==> src/rtl/fp32_pkg.sv <==
// Shared FP32 multiplier result types and canonical special-value encodings.
package fp32_pkg;

    typedef struct packed {
        logic nan;
        logic inf;
        logic ovf;
        logic unf;
    } fp32_flags_t;

    typedef struct packed {
        fp32_flags_t flags;
        logic [31:0] product;
    } fp32_result_t;

    localparam logic [31:0] FP32_QNAN    = 32'h7FC0_0000;
    localparam logic [31:0] FP32_POS_INF = 32'h7F80_0000;
    localparam logic [31:0] FP32_NEG_INF = 32'hFF80_0000;

endpackage

==> src/rtl/fp32_mul_result_buffer_fifo.sv <==
// Synchronous FIFO with wrap-bit pointers; head data reads as zero while empty.
module sync_fifo #(
    parameter int unsigned WIDTH = 36,
    parameter int unsigned DEPTH = 8
) (
    input  logic                     clk,
    input  logic                     rst,
    input  logic                     push_i,
    input  logic                     pop_i,
    input  logic [WIDTH-1:0]         wdata_i,
    output logic [WIDTH-1:0]         rdata_o,
    output logic                     full_o,
    output logic                     empty_o,
    output logic [$clog2(DEPTH):0]   level_o
);

    localparam int unsigned AW = $clog2(DEPTH);

    logic [WIDTH-1:0] mem_q [DEPTH];
    logic [AW:0]      wr_ptr_q, wr_ptr_d;
    logic [AW:0]      rd_ptr_q, rd_ptr_d;
    logic             wr_en;
    logic             rd_en;

    always_comb begin
        empty_o  = (wr_ptr_q == rd_ptr_q);
        full_o   = (wr_ptr_q[AW] != rd_ptr_q[AW]) &&
                   (wr_ptr_q[AW-1:0] == rd_ptr_q[AW-1:0]);
        level_o  = wr_ptr_q - rd_ptr_q;
        rd_en    = pop_i && !empty_o;
        // A pop in the same cycle frees the slot the push is about to fill.
        wr_en    = push_i && (!full_o || rd_en);
        wr_ptr_d = wr_ptr_q + (AW + 1)'(wr_en);
        rd_ptr_d = rd_ptr_q + (AW + 1)'(rd_en);
        rdata_o  = empty_o ? '0 : mem_q[rd_ptr_q[AW-1:0]];
    end

    always_ff @(posedge clk) begin
        if (rst) begin
            wr_ptr_q <= '0;
            rd_ptr_q <= '0;
        end else begin
            wr_ptr_q <= wr_ptr_d;
            rd_ptr_q <= rd_ptr_d;
        end
    end

    always_ff @(posedge clk) begin
        if (wr_en) begin
            mem_q[wr_ptr_q[AW-1:0]] <= wdata_i;
        end
    end

endmodule

==> src/rtl/fp32_mul_result_buffer.sv <==
// Captures each multiplier result on the rising edge of done, queues it, and
// keeps saturating per-exception event counters plus a sticky drop flag.
module fp32_mul_result_buffer
    import fp32_pkg::*;
#(
    parameter int unsigned DEPTH = 8,
    parameter int unsigned CNT_W = 16
) (
    input  logic                   clk,
    input  logic                   rst,
    input  logic                   done_i,
    input  logic [31:0]            product_i,
    input  logic                   nan_i,
    input  logic                   infinit_i,
    input  logic                   overflow_i,
    input  logic                   underflow_i,
    output logic                   space_o,
    output logic                   out_valid_o,
    input  logic                   out_ready_i,
    output logic [31:0]            out_data_o,
    output logic [3:0]             out_flags_o,
    output logic [$clog2(DEPTH):0] level_o,
    output logic                   drop_o,
    input  logic                   clear_i,
    output logic [CNT_W-1:0]       nan_cnt_o,
    output logic [CNT_W-1:0]       inf_cnt_o,
    output logic [CNT_W-1:0]       ovf_cnt_o,
    output logic [CNT_W-1:0]       unf_cnt_o
);

    localparam int unsigned LW = $clog2(DEPTH) + 1;
    localparam logic [LW-1:0] LEVEL_FULL = LW'(DEPTH);
    localparam logic [LW-1:0] LEVEL_LAST = LW'(DEPTH - 1);

    logic             done_q, done_d;
    logic             drop_q, drop_d;
    logic [CNT_W-1:0] cnt_q [4];
    logic [CNT_W-1:0] cnt_d [4];

    logic             push;
    logic             pop;
    logic             fifo_full;
    logic             fifo_empty;
    logic [3:0]       flag_vec;
    fp32_result_t     wr_res;
    fp32_result_t     rd_res;

    sync_fifo #(
        .WIDTH ($bits(fp32_result_t)),
        .DEPTH (DEPTH)
    ) u_fifo (
        .clk     (clk),
        .rst     (rst),
        .push_i  (push),
        .pop_i   (pop),
        .wdata_i (wr_res),
        .rdata_o (rd_res),
        .full_o  (fifo_full),
        .empty_o (fifo_empty),
        .level_o (level_o)
    );

    always_comb begin
        flag_vec       = {nan_i, infinit_i, overflow_i, underflow_i};
        wr_res.flags   = flag_vec;
        wr_res.product = product_i;

        push        = done_i && !done_q;
        out_valid_o = !fifo_empty;
        pop         = out_valid_o && out_ready_i;
        out_data_o  = rd_res.product;
        out_flags_o = rd_res.flags;

        space_o = (level_o < LEVEL_FULL) &&
                  !(push && (level_o == LEVEL_LAST) && !pop);

        done_d = done_i;
        drop_d = clear_i ? 1'b0 : (drop_q || (push && fifo_full && !pop));

        // Flag bit i maps to counter i: 3=nan, 2=inf, 1=ovf, 0=unf.
        for (int unsigned i = 0; i < 4; i++) begin
            cnt_d[i] = cnt_q[i];
            if (clear_i) begin
                cnt_d[i] = '0;
            end else if (push && flag_vec[i] && (cnt_q[i] != '1)) begin
                cnt_d[i] = cnt_q[i] + CNT_W'(1);
            end
        end
    end

    always_ff @(posedge clk) begin
        if (rst) begin
            done_q <= 1'b0;
            drop_q <= 1'b0;
            for (int unsigned i = 0; i < 4; i++) begin
                cnt_q[i] <= '0;
            end
        end else begin
            done_q <= done_d;
            drop_q <= drop_d;
            for (int unsigned i = 0; i < 4; i++) begin
                cnt_q[i] <= cnt_d[i];
            end
        end
    end

    assign drop_o    = drop_q;
    assign nan_cnt_o = cnt_q[3];
    assign inf_cnt_o = cnt_q[2];
    assign ovf_cnt_o = cnt_q[1];
    assign unf_cnt_o = cnt_q[0];

endmodule

==> config.mk <==
export PLATFORM = sky130hd
export DESIGN_NAME = fp32_mul_result_buffer
export DESIGN_NICKNAME = d
export VERILOG_FILES = /design/src/rtl/fp32_pkg.sv /design/src/rtl/fp32_mul_result_buffer_fifo.sv /design/src/rtl/fp32_mul_result_buffer.sv
export SDC_FILE = /design/constraint.sdc
export NUM_CORES = 1
export LEC_CHECK = 0
export CAP_MARGIN = 20
export CORE_UTILIZATION = 49
export DETAILED_ROUTE_END_ITERATION = 8
export PLACE_DENSITY = 0.72
export SLEW_MARGIN = 40
export SYNTH_ARGS = -nofsm -noshare
export SYNTH_HDL_FRONTEND = slang
export SYNTH_SLANG_ARGS = --single-unit
export TNS_END_PERCENT = 50
==> constraint.sdc <==
create_clock -name clk -period 4.7 [get_ports clk]
set_input_delay 0.47 -clock clk [delete_from_list [all_inputs] [get_ports clk]]
set_output_delay 0.47 -clock clk [all_outputs]
set_load 0.02 [all_outputs]
==> reports/metrics.cfg <==
[worst_setup_path]
reg2reg_slack_ns = 1.79
reg2reg_to = u_fifo.mem_q[5][12]
r2r_start = u_fifo.wr_ptr_q[2]
required_ns = 4.23
reg2reg_depth = 6
critPathKind = reg2out
path_max_fanout = 9
cp_data_arrival_time_ns = 3.17
cp-start-kind = register
crit_path_end_kind = output port

[route]
drc = 0
ant_nets = 0
drt_iter0_markers = 675
dr.pass1.iters = 5
vias = 9258
wirelength_um = 33100
wl_per_cell_um = 21.3
viasPerCell = 5.94

[cts]
post_cts_buffers = 0
cts_sinks = 362
clk_pin_slew_ns = 0.06
htreeDepth = 2
ctsResizeCount = 0
cts_root_buf = clkbuf_16
cts_buffers = 38
clkLatencyLatePin_ns = 0.52
tritoncts = yes
clock_path_buffers = 3
holdBufCountCts = 0

[synthesis]
synth-simple-area-share_pct = 10.7
ys_types = 48
synth_top_cells_by_area = edfxtp_1 (59%), mux4_2 (11%), dfxtp_1 (10%), a21oi_1 (2.9%), nand2_1 (2.7%)
yosys_warnings = 0
synth_cells = 972
synth_top_area_cell = edfxtp_1
synth_mux_area_share_pct = 11.3
synth_ff_type = edfxtp_1
synth-seq-cells = 362
seq_area_frac_synth_pct = 68.7
yosys.area_share.adder_pct = 1.07
synth_compound_gate_area_share_pct = 6.40
avgSynthCellArea_um2 = 15.2
synth_edf_count = 288
synth_xor_area_share_pct = 0.416
syn-num-nets = 1025
synth_top_family_by_area = multiplexers
syn_area_um2 = 14700
synth_top_area_share_pct = 58.6
yosysMostFrequentCell = edfxtp_1
async_flop_share_pct = 0
yosys-top-cells-count = edfxtp_1 (288), nand2_1 (108), a21oi_1 (86)

[hold_path]
min_from = drop_o
hold_class = reg2reg
whs_endpoint = drop_o
min_path_cells = 2

[sta]
rsz0062_at_grt = false
final_hold_viol_count = 0
layout_setup_ws_ns = 1.06
slew_viol_final = 0
min_period_over_period_pct = 77.4
setup_viol = 0
max_freq_mhz = 275
fin_crit_ns = 3.64
slew_headroom_pct = 46.1
tightestPinTransition_ns = 0.809
holdWs_ns = 0.474
tns_ns = 0
finClkSkew_ns = 0.0121

[global_routing]
use_met2_pct = 35.1
use_met3_pct = 4.39
grt_most_used_layer = met2
met1_usage_pct = 31.2
grt-ovfl-total = 0
grt_pass1_vias = 9077
grt_pass1_wl_um = 51900
grt_usage_pct = 22.0
grt_max_degree = 75
antenna_found_initial = 1

[floorplan]
core_area_um2 = 29600
die_x_um = 175
io-pin-count = 148
die_h_um = 175
row_count = 63
start_util_pct = 49.8
fp.dieArea_um2 = 30800

[place]
place_ws_ns = 1.21
port_buffers = 147
postPlaceCellArea_um2 = 16800
gp_congestion = 0.831
hpwl_um = 20400

[cells_and_area]
drive_gt1_share_pct = 14.9
fin_util_pct = 61.2
final_area_um2 = 18100
fillCellCount = 2214
area_growth_pct = 23.0
final_nets = 1191
diodes = 0

[power_and_ir_drop]
p_leak_uw = 0.00567
peakVddDrop_mv = 0.266
powerDensity_nw_per_um2 = 424

[job]
cap_violations = 0

[outcome]
outcome = complete, no violations

-- placed cells by master, fill, tap and decap left out, types with 11 or more instances in the layout --
cell type	count
a21oi_1	86
clkdlybuf4s50_1	147
dfxtp_1	72
nand4_1	32
nor2_1	17
or3_1	32
o21ai_0	29
inv_1	12
nand2_1	108
edfxtp_1	288
o31ai_1	20
clkbuf_16	41
ha_1	11
buf_4	17
nand3_1	25
mux4_2	72
or4_1	18
-- how the worst max path moves through the flow --
stage	endpoint	startpoint	cells past startpoint
detailed placement	u_fifo.mem_q[7][12]	done_i	6
CTS	out_flags_o[2]	u_fifo.wr_ptr_q[2]	6
finish	space_o	u_fifo.wr_ptr_q[1]	6
floorplan	u_fifo.mem_q[0][0]	u_fifo.rd_ptr_q[1]	8
global route	out_data_o[26]	u_fifo.wr_ptr_q[2]	6
global placement	u_fifo.mem_q[6][4]	done_i	6
-- through the flow --
step / total power (uW) / std cells
CTS: 7760 / 1556
global placement: 4740 / 1485
global route: 7960 / 1558
floorplan: 4290 / 972
detailed placement: 4760 / 1486
finish: 7690 / 1558
-- cell families after synthesis --
| group | count (synthesis) |
|---|---|
| xor+xnor | 7 |
| flops | 362 |
| fa+ha+maj | 12 |
| simple gates | 298 |
| mux | 76 |
| compound gates | 161 |
| buf+inv | 56 |
-- registers in the layout, indices dropped and copies added, names as in the netlist --
name and cells:
u_fifo.wr_ptr_q 4, u_fifo.rd_ptr_q 4, done_q 1, cnt_q 64
drop_o 1, u_fifo.mem_q 288
-- worst max-delay path: stages, from the launching register on --
cell and delay [ns]:
dfxtp_1 0.57, ha_1 0.33, nor2b_1 0.13, o21a_1 0.17, or3_1 0.32, a21boi_0 0.44
clkdlybuf4s50_1 0.70
-- area by class of cell --
type	instances	area, um2	area share [%]
clock buffer	47	1060	5.83
tap	390	488	2.69
sequential	362	10100	55.9
multi-input combinational	554	4490	24.8
inverter	13	48.8	0.269
timing repair buffer	169	1700	9.37
clock inverter	23	219	1.21
-- power breakdown --
group	internal, uW	leakage (uW)	switching (uW)
registers	3510	0.00321	19.2
clock network	1820	0.000626	1190
logic	531	0.00184	614
total	5870	0.00567	1820
-- layer usage --
metal,vias up,share of wire [%]
met2,337,48
met4,2,1.7
met1,4663,43
met3,45,7.0
met5,-,0.039
li1,4211,-
Power figures use the tool's default switching activity.
